## config.mk

```make
export PLATFORM = sky130hd
export DESIGN_NAME = fetch_ctrl_flat
export DESIGN_NICKNAME = d
export VERILOG_FILES = /design/src/rtl/fetch_pkg.sv /design/src/rtl/fetch_if.sv /design/src/rtl/fetch_pc_reg.sv /design/src/rtl/fetch_ctrl.sv /design/src/flat_wrapper.sv
export SDC_FILE = /design/constraint.sdc
export NUM_CORES = 1
export LEC_CHECK = 0
export CAP_MARGIN = 40
export CORE_MARGIN = 4
export CORE_UTILIZATION = 52
export CTS_BUF_LIST = sky130_fd_sc_hd__clkbuf_16
export DETAILED_ROUTE_END_ITERATION = 10
export PLACE_DENSITY = 0.94
export SETUP_SLACK_MARGIN = 0.5
export SYNTH_ARGS = -nofsm -noshare
export SYNTH_HDL_FRONTEND = slang
export SYNTH_SLANG_ARGS = --single-unit
```

## constraint.sdc

```tcl
create_clock -name clk -period 10.05 [get_ports clk]
set_input_delay 2.01 -clock clk [delete_from_list [all_inputs] [get_ports clk]]
set_output_delay 2.01 -clock clk [all_outputs]
set_load 0.05 [all_outputs]
```

## src/rtl/fetch_pkg.sv

```systemverilog
// Shared types and constants for the instruction-fetch controller.
package fetch_pkg;

  // Controller sequencing states.
  typedef enum logic [1:0] {
    S_IDLE = 2'd0,
    S_REQ  = 2'd1,
    S_OUT  = 2'd2
  } state_e;

  // Next-PC source selection driven by the FSM.
  typedef enum logic [1:0] {
    PC_HOLD  = 2'd0,
    PC_INC   = 2'd1,
    PC_REDIR = 2'd2,
    PC_PEND  = 2'd3
  } pc_sel_e;

  localparam logic [31:0] RESET_PC = 32'h0000_0000;
  localparam int unsigned PC_STEP  = 4;
  // Signed so that a size cast to a wider PC sign-extends the upper ones.
  localparam logic signed [31:0] ALIGN_MASK = -32'sd4;

endpackage

```

## src/rtl/fetch_if.sv

```systemverilog
// Instruction-memory request/acknowledge bus.
interface fetch_if #(
  parameter int N = 32
);
  logic         req;
  logic [N-1:0] addr;
  logic         ack;
  logic [N-1:0] rdata;

  modport master (output req, output addr, input ack, input rdata);
  modport slave  (input req, input addr, output ack, output rdata);
endinterface

```

## src/rtl/fetch_pc_reg.sv

```systemverilog
// Program counter register with next-PC source selection.
module fetch_pc_reg #(
  parameter int          N        = 32,
  parameter logic [N-1:0] RESET_PC = N'(fetch_pkg::RESET_PC),
  parameter int unsigned PC_STEP  = fetch_pkg::PC_STEP
) (
  input  logic               clk,
  input  logic               reset,
  input  fetch_pkg::pc_sel_e sel,
  input  logic [N-1:0]       redirect_tgt,
  input  logic [N-1:0]       pending_tgt,
  output logic [N-1:0]       pc
);
  import fetch_pkg::*;

  logic [N-1:0] pc_q;
  logic [N-1:0] pc_d;

  // Choose the next PC; sequential increment wraps naturally modulo 2^N.
  always_comb begin
    pc_d = pc_q;
    case (sel)
      PC_INC:   pc_d = pc_q + N'(PC_STEP);
      PC_REDIR: pc_d = redirect_tgt;
      PC_PEND:  pc_d = pending_tgt;
      default:  pc_d = pc_q;
    endcase
  end

  // PC register.
  always_ff @(posedge clk or posedge reset) begin
    if (reset) pc_q <= RESET_PC;
    else       pc_q <= pc_d;
  end

  assign pc = pc_q;

endmodule

```

## src/rtl/fetch_ctrl.sv

```systemverilog
// Instruction-fetch sequencer: owns the PC, runs one imem transaction at a
// time, holds the fetched word for decode, and handles stalls/redirects.
module fetch_ctrl #(
  parameter int           N        = 32,
  parameter logic [N-1:0] RESET_PC = N'(fetch_pkg::RESET_PC),
  parameter int unsigned  PC_STEP  = fetch_pkg::PC_STEP
) (
  input  logic         clk,
  input  logic         reset,
  input  logic         start,
  input  logic         stall,
  input  logic         redirect_valid,
  input  logic [N-1:0] redirect_pc,
  fetch_if.master      imem,
  output logic         if_valid,
  output logic [N-1:0] if_pc,
  output logic [N-1:0] if_instr,
  output logic         busy
);
  import fetch_pkg::*;

  state_e       state_q, state_d;
  logic         kill_q, kill_d;
  logic [N-1:0] pend_q, pend_d;
  logic         if_valid_q, if_valid_d;
  logic [N-1:0] if_pc_q, if_pc_d;
  logic [N-1:0] if_instr_q, if_instr_d;
  pc_sel_e      pc_sel;
  logic [N-1:0] pc;
  logic [N-1:0] redirect_aligned;

  assign redirect_aligned = redirect_pc & N'(ALIGN_MASK);

  fetch_pc_reg #(
    .N        (N),
    .RESET_PC (RESET_PC),
    .PC_STEP  (PC_STEP)
  ) u_pc_reg (
    .clk          (clk),
    .reset        (reset),
    .sel          (pc_sel),
    .redirect_tgt (redirect_aligned),
    .pending_tgt  (pend_q),
    .pc           (pc)
  );

  // Next-state, kill/pending target, IF output capture and PC source select.
  always_comb begin
    state_d    = state_q;
    kill_d     = kill_q;
    pend_d     = pend_q;
    if_valid_d = if_valid_q;
    if_pc_d    = if_pc_q;
    if_instr_d = if_instr_q;
    pc_sel     = PC_HOLD;
    case (state_q)
      S_IDLE: begin
        if (redirect_valid) pc_sel = PC_REDIR;
        if (start)          state_d = S_REQ;
      end
      S_REQ: begin
        if (imem.ack) begin
          if (redirect_valid) begin
            // Newest target wins over any latched one; data is stale.
            pc_sel = PC_REDIR;
            kill_d = 1'b0;
          end else if (kill_q) begin
            pc_sel = PC_PEND;
            kill_d = 1'b0;
          end else begin
            if_instr_d = imem.rdata;
            if_pc_d    = pc;
            if_valid_d = 1'b1;
            pc_sel     = PC_INC;
            state_d    = S_OUT;
          end
        end else if (redirect_valid) begin
          // Address must stay stable until ack; remember the target instead.
          pend_d = redirect_aligned;
          kill_d = 1'b1;
        end
      end
      S_OUT: begin
        if (redirect_valid) begin
          if_valid_d = 1'b0;
          pc_sel     = PC_REDIR;
          state_d    = start ? S_REQ : S_IDLE;
        end else if (!stall) begin
          if_valid_d = 1'b0;
          state_d    = start ? S_REQ : S_IDLE;
        end
      end
      default: state_d = S_IDLE;
    endcase
  end

  // Controller state registers.
  always_ff @(posedge clk or posedge reset) begin
    if (reset) begin
      state_q    <= S_IDLE;
      kill_q     <= 1'b0;
      pend_q     <= '0;
      if_valid_q <= 1'b0;
      if_pc_q    <= '0;
      if_instr_q <= '0;
    end else begin
      state_q    <= state_d;
      kill_q     <= kill_d;
      pend_q     <= pend_d;
      if_valid_q <= if_valid_d;
      if_pc_q    <= if_pc_d;
      if_instr_q <= if_instr_d;
    end
  end

  assign imem.req  = (state_q == S_REQ);
  assign imem.addr = pc;
  assign if_valid  = if_valid_q;
  assign if_pc     = if_pc_q;
  assign if_instr  = if_instr_q;
  assign busy      = (state_q != S_IDLE);

endmodule

```

## src/flat_wrapper.sv

```systemverilog
// flat-port wrapper written by rule: the top's interface ports become plain ports
module fetch_ctrl_flat import fetch_pkg::*;
#(
  parameter int           N        = 32,
  parameter logic [N-1:0] RESET_PC = N'(fetch_pkg::RESET_PC),
  parameter int unsigned  PC_STEP  = fetch_pkg::PC_STEP
)
  (clk, reset, start, stall, redirect_valid, redirect_pc, if_valid, if_pc, if_instr, busy, imem_req, imem_addr, imem_ack, imem_rdata);
  fetch_if #(.N(N)) imem_i ();
  input  logic clk;
  input  logic reset;
  input  logic start;
  input  logic stall;
  input  logic redirect_valid;
  input  logic [N-1:0] redirect_pc;
  output logic if_valid;
  output logic [N-1:0] if_pc;
  output logic [N-1:0] if_instr;
  output logic busy;
  output wire logic [$bits(imem_i.req)-1:0] imem_req;
  output wire logic [$bits(imem_i.addr)-1:0] imem_addr;
  input wire logic [$bits(imem_i.ack)-1:0] imem_ack;
  input wire logic [$bits(imem_i.rdata)-1:0] imem_rdata;
  assign imem_req = imem_i.req;
  assign imem_addr = imem_i.addr;
  assign imem_i.ack = imem_ack;
  assign imem_i.rdata = imem_rdata;
  fetch_ctrl #(.N(N), .RESET_PC(RESET_PC), .PC_STEP(PC_STEP)) u_core (.clk(clk), .reset(reset), .start(start), .stall(stall), .redirect_valid(redirect_valid), .redirect_pc(redirect_pc), .imem(imem_i), .if_valid(if_valid), .if_pc(if_pc), .if_instr(if_instr), .busy(busy));
endmodule
```

==> metrics.md, run 1 <==
| Metric | Value |
|---|---|
| RSZ-0062 raised after global routing | false |
| CTS tree | built |
| Final min period | 4.295 ns |
| Max-Cap Viols | 0 |
| Net Sw Power | 0.001449 W |
| Area growth from synthesis to layout | 39.15% |
| Main synth FF type | dfrtp_1 |
| Vias per inst | 5.867 |
| Share of layout cells above drive strength 1 | 10.63% |
| Min-Delay Path Class | register to register |
| DR iter-0 viols | 573 |
| Cell variety after synth | 65 |
| Die Width | 114.6 µm |
| Clk pwr share | 20.8% |
| Leakage | 3.663 nW |
| Initial Util | 53.80% |
| Post-DRT Antenna Nets | 0 |
| H-tree depth | 4 |
| Clock latency on the worst-skew pair | 0.42 ns |
| Post-DP HPWL | 11.52 mm |
| Setup Fix Bufs, Post-CTS | 0 |
| Clock Path Buffers | 2 |
| Fin nets | 858 |
| CP Data Required Time | 10.38 ns |
| Die ar. | 0.01313 mm² |
| Mapped Area | 0.005909 mm² |
| Max FO, Critical Path | 41 |
| Root Buffer | clkbuf_16 |
| Fmax | 232.8 MHz |
| Critical Path Source Type | input port |
| Async SR Flop Fraction | 100.0% |
| WL/cell | 18.13 µm |
| Commonest non-fill, non-tap cell in the layout | nand2_1 |
| Power, Total | 0.003136 W |
| Reg clk slew, reported paths | 0.06 ns |
| Crit share post-route | 42.73% |
| Setup_tns | 0 ns |
| Maximum VDD drop | 0.2575 mV |
| Setup CP Type | input port to register |
| CP Data Arrival Time | 4.62 ns |
| Clock sink count | 126 |
| Run status | complete, no violations |
| CP dominant cell by count | buf_4 |
| Sequential power share | 31.0% |
| RePlAce Congestion | 0.9517 |
| Most frequent cells in the layout | nand2_1, clkdlybuf4s50_1, dfrtp_1, o21ai_0, mux2_2 |
| Max-slew headroom | 38.31% |
| CP Capture Type | register |
| CP Cell Sequence | clkdlybuf4s50_1, buf_4, or2_2, nor2_4, buf_4, nand3_1, o211ai_1 |
| Total GRT Usage | 26.00% |
| Seq cells post-synth | 126 |
| Final Skew | 0.007873 ns |
| Hold Fails Final Rpt | 0 |
| Post-CTS sizing | 0 |
| First-pass GRT wire length | 26.99 mm |
| Core ar. | 0.01098 mm² |
| Final Max Slew Viols | 0 |
| Mapped Cells | 639 |
| Initial antenna violation count | 0 |
| Die height | 114.6 µm |
| Vias | 5,515 |
| Rows | 38 |
| PwrDens | 381.4 mW/mm² |
| Final WL | 17.04 mm |
| Vias in the first global route | 5,447 |
| Final core utilization | 74.87% |
| Combinational Power Share | 48.3% |
| Worst Max-Slew Pin Slew | 0.9244 ns |
| DR pass1 iterations | 5 |
| Mean post-synth cell area | 9.248 µm² |
| CTS Hold Buffers Added | 0 |
| Number of antenna diodes | 0 |
| Drt drc | 0 |
| Proportion of synthesized chip area in sequential cells | 53.36% |
| CP max stage delay | 0.59 ns |
| Cell-internal power | 0.001688 W |
| Switching share of power | 46.19% |
| EDFF count, synth | 0 |
| Synth Warn # | 0 |
| Port Buffer Count | 162 |
| Gr ovfl total | 0 |
| CTS Buf Count | 17 |
| # setup viols final | 0 |
| Slowest-stage cell, CP | or2_2 |
| Hold WS | 0.4766 ns |
| I/O pin cnt | 169 |
| Largest net degree at the start of global routing | 71 |
worst max-delay path: cells and delay by family:
kind	cells	cell delay, ns
compound gates	1	0.18
buf+inv	3	1.14
simple gates	3	1.26
power by group through the flow:
stage	logic (W)	registers, W	clock network, W
finish	0.00151	0.000972	0.000652
CTS	0.00152	0.000963	0.000657
global route	0.00159	0.00100	0.000684
global placement	0.00146	0.000941	0
detailed placement	0.00151	0.000967	0
floorplan	0.000445	0.00149	0
cells by family (layout without fill, tap and decap cells):
| kind of cell | count (synthesis) | count (layout) | share of synthesized area (%) |
|---|---|---|---|
| and+or+nand+nor | 300 | 300 | 22.27 |
| buffers and inverters | 52 | 210 | 4.319 |
| DFF | 126 | 126 | 53.36 |
| AOI/OAI and AO/OA | 128 | 128 | 13.89 |
| adders and majority gates | 1 | 1 | 0.2117 |
| muxes | 31 | 31 | 5.886 |
| other | 1 | 4 | 0.06346 |
area by class of cell:
class | count | area (µm²)
Inverter | 8 | 32.53
Sequential cell | 126 | 3153
Fill cell | 718 | 2760
Tap cell | 140 | 175.2
Timing Repair Buffer | 170 | 1702
Clock inverter | 15 | 202.7
Clock buffer | 17 | 425.4
Multi-Input combinational cell | 464 | 2532
cells in the mapped netlist (4+ instances only):
master,instances,area [µm²]
a211oi_1,4,30.03
a21oi_1,22,110.1
a221oi_1,6,52.55
a22oi_1,5,37.54
a31oi_1,8,50.05
and3_1,8,50.05
buf_2,10,50.05
buf_4,6,45.04
clkbuf_1,24,90.09
dfrtp_1,126,3153
inv_1,8,30.03
mux2_2,29,326.6
nand2_1,217,814.5
nand3_1,13,65.06
nand4_1,7,43.79
nor2_1,21,78.83
nor3_1,8,40.04
o211ai_1,4,30.03
o21ai_0,46,230.2
o21ai_1,4,20.02
path summary, 6_finish.rpt:
check                                             start                                  to  slack, ns  cells after the start
hold / removal             u_core.if_pc[28]$_DFFE_PP0P_        u_core.if_pc[28]$_DFFE_PP0P_       0.48                      2
hold reg to reg            u_core.if_pc[28]$_DFFE_PP0P_        u_core.if_pc[28]$_DFFE_PP0P_       0.48                      2
setup / recovery                         redirect_valid  u_core.u_pc_reg.pc[11]$_DFFE_PP0P_       5.76                      7
min in group asynchronous                         reset     u_core.if_instr[19]$_DFFE_PP0P_       2.04                      2
setup reg to reg              u_core.kill_q$_DFFE_PP0P_  u_core.u_pc_reg.pc[11]$_DFFE_PP0P_       7.36                      5
max in group asynchronous                         reset   u_core.u_pc_reg.pc[4]$_DFFE_PP0P_       6.97                      4
flip-flops by register name, summed over array words and instances (netlist names):
name and count:
u_core.if_pc 30, u_core.if_instr 32, u_core.state_q 2, u_core.u_pc_reg.pc 30
u_core.pend_q 30, u_core.kill_q 1, u_core.if_valid 1
layer usage:
metal	track usage [%]	part of all wire (%)
met5	0	0
met1	34.59	41
met2	41.21	47
met4	10.37	2.5
met3	6.184	9.0
stage by stage:
step	cells	cell area (µm²)	setup WS [ns]
finish	940	8223	5.755
global route	940	8223	5.580
CTS	940	8223	5.765
detailed placement	908	7595	5.358
global placement	907	7567	5.454
floorplan	642	5921	4.684
Power figures use the tool's default switching activity.
==> inputs of run 2 (changes only) <==
--- a/config.mk
+++ b/config.mk
@@ -7,10 +7,10 @@
 export LEC_CHECK = 0
 export CAP_MARGIN = 40
 export CORE_MARGIN = 4
-export CORE_UTILIZATION = 52
+export CORE_UTILIZATION = 43
 export CTS_BUF_LIST = sky130_fd_sc_hd__clkbuf_16
 export DETAILED_ROUTE_END_ITERATION = 10
-export PLACE_DENSITY = 0.94
+export PLACE_DENSITY = 0.84
 export SETUP_SLACK_MARGIN = 0.5
 export SYNTH_ARGS = -nofsm -noshare
 export SYNTH_HDL_FRONTEND = slang
==> constraint.sdc (replaced) <==
create_clock -name clk -period 3.5 [get_ports clk]
set_input_delay 0.7 -clock clk [delete_from_list [all_inputs] [get_ports clk]]
set_output_delay 0.7 -clock clk [all_outputs]
set_load 0.05 [all_outputs]
==> run 2 against run 1 <==
  * Setup slack got worse by 5.0 ns
  * Via count decreased by 4.3%
  * First-iteration DRC count decreased by 22%
  * Worst hold slack got worse by 0.0081 ns
  * Combinational power increased to 2.9 times the previous value
  * Largest cell class unchanged
  * Sequential power increased to 2.8 times the previous value
  * Highest routed layer unchanged
  * Die area increased by 19%
  * Global-route usage decreased by 4.8 points
  * Critical path depth decreased by 4
  * Cell count increased by 4.0%
  * Critical endpoint is now imem_req
  * Routed wire length decreased by 4.9%
==> metrics.md, run 2 (same netlist as run 1, synthesis figures left out) <==
| Metric | Value |
|---|---|
| Run status | complete, no violations |
| PwrDens | 1048 mW/mm² |
| Die Width | 125.2 µm |
| GRT met2 Usage | 32.02% |
| Port Buffer Count | 162 |
| Root Buffer | clkbuf_16 |
| Post-DP HPWL | 11.39 mm |
| RePlAce Congestion | 0.8934 |
| DR iter-0 viols | 447 |
| Cell Area, Placed | 0.007706 mm² |
| Vias per inst | 5.395 |
| Fmax | 364.7 MHz |
| Min-Delay Path Class | register to register |
| Number of antenna diodes | 0 |
| First-pass GRT wire length | 26.72 mm |
| Worst Max-Slew Pin Slew | 0.6736 ns |
| DR pass1 iterations | 5 |
| Max reg flops | 32 |
| Leakage | 3.635 nW |
| GRT met3 Usage | 4.691% |
| CTS tree | built |
| Clock latency on the worst-skew pair | 0.42 ns |
| Post-DRT Antenna Nets | 0 |
| Most frequent cells in the layout | nand2_1, clkdlybuf4s50_1, dfrtp_1, o21ai_0, mux2_2 |
| Max FO, Critical Path | 7 |
| I/O pin cnt | 169 |
| Vias in the first global route | 5,152 |
| Fin nets | 866 |
| Setup_tns | 0 ns |
| CP Capture Type | primary output |
| Die height | 125.2 µm |
| WL/cell | 16.57 µm |
| Share of layout cells above drive strength 1 | 10.72% |
| Commonest non-fill, non-tap cell in the layout | nand2_1 |
| # setup viols final | 0 |
| Final Max Slew Viols | 0 |
| Setup CP Type | register to primary output |
| Maximum VDD drop | 0.5770 mV |
| Total GRT Usage | 21.20% |
| CTS Hold Buffers Added | 0 |
| Final min period | 2.742 ns |
| Final core utilization | 61.38% |
| Drt drc | 0 |
| Core ar. | 0.01335 mm² |
| Final Skew | 0.01111 ns |
| Max-slew headroom | 55.00% |
| CTS Buf Count | 17 |
| Initial antenna violation count | 0 |
| Fill count | 1,132 |
| Crit share post-route | 78.33% |
| GRT met1 Usage | 29.07% |
| Setup Fix Bufs, Post-CTS | 0 |
| Hold Fails Final Rpt | 0 |
| RSZ-0062 raised after global routing | false |
| Post-CTS sizing | 0 |
| Clock Path Buffers | 2 |
| Gr ovfl total | 0 |
| Area growth from synthesis to layout | 38.64% |
| CP Data Required Time | 2.80 ns |
| Critical Path Source Type | register |
| Final WL | 16.20 mm |
| Reg clk slew, reported paths | 0.05 ns |
| Rows | 42 |
| Max-Cap Viols | 0 |
| Clock sink count | 126 |
| Largest net degree at the start of global routing | 58 |
| H-tree depth | 4 |
| GR peak layer | met2 |
| Initial Util | 44.27% |
| Vias | 5,276 |
| Post-Layout Inst Area | 0.008193 mm² |
| CP Data Arrival Time | 2.04 ns |
| Die ar. | 0.01568 mm² |
run 2: power breakdown:
part | leakage, nW | switching [W] | internal [W]
clock | 0.250 | 0.000558 | 0.000926
combinational | 1.83 | 0.00286 | 0.00149
sequential | 1.56 | 0.000615 | 0.00214
total | 3.64 | 0.00404 | 0.00455
run 2: per-layer routing:
| metal | vias up | part of all wire (%) |
|---|---|---|
| met2 | 229 | 47 |
| li1 | 2502 | - |
| met4 | 0 | 2.7 |
| met3 | 27 | 6.5 |
| met5 | - | 0 |
| met1 | 2518 | 44 |
run 2: area by class of cell:
class                           count  area, µm²  share of cell area, %
Tap cell                          176      220.2                  2.688
Clock buffer                       17      425.4                  5.192
Sequential cell                   126       3153                  38.48
Clock inverter                      9      61.31                 0.7483
Multi-Input combinational cell    464       2532                  30.91
Inverter                            8      33.78                 0.4123
Timing Repair Buffer              178       1767                  21.56
run 2: worst paths after layout:
kind / from / to / slack, ns / cells past startpoint
max in group asynchronous: reset / u_core.u_pc_reg.pc[29]$_DFFE_PP0P_ / 2.07 / 3
min reg2reg: u_core.if_pc[6]$_DFFE_PP0P_ / u_core.if_pc[6]$_DFFE_PP0P_ / 0.47 / 2
max: u_core.state_q[0]$_DFFE_PP0P_ / imem_req / 0.76 / 3
min: u_core.if_pc[6]$_DFFE_PP0P_ / u_core.if_pc[6]$_DFFE_PP0P_ / 0.47 / 2
max reg2reg: u_core.kill_q$_DFFE_PP0P_ / u_core.u_pc_reg.pc[13]$_DFFE_PP0P_ / 1.27 / 5
min in group asynchronous: reset / u_core.if_instr[7]$_DFFE_PP0P_ / 0.73 / 2
run 2: worst max-delay path, stage by stage (launching register included):
cell and delay, ns:
dfrtp_1 0.42, inv_1 0.17, nor2_1 0.20, clkdlybuf4s50_1 0.84
run 2: stage by stage:
step	setup WS, ns	cells	total power, W	hold WS [ns]
after floorplan	1.247	642	0.005564	0.4592
after global placement	0.5919	952	0.007010	0.4564
after detailed placement	0.5611	952	0.007123	0.4621
after CTS	0.7495	978	0.008641	0.4752
after global routing	0.6519	978	0.009042	0.4859
final	0.7583	978	0.008586	0.4685
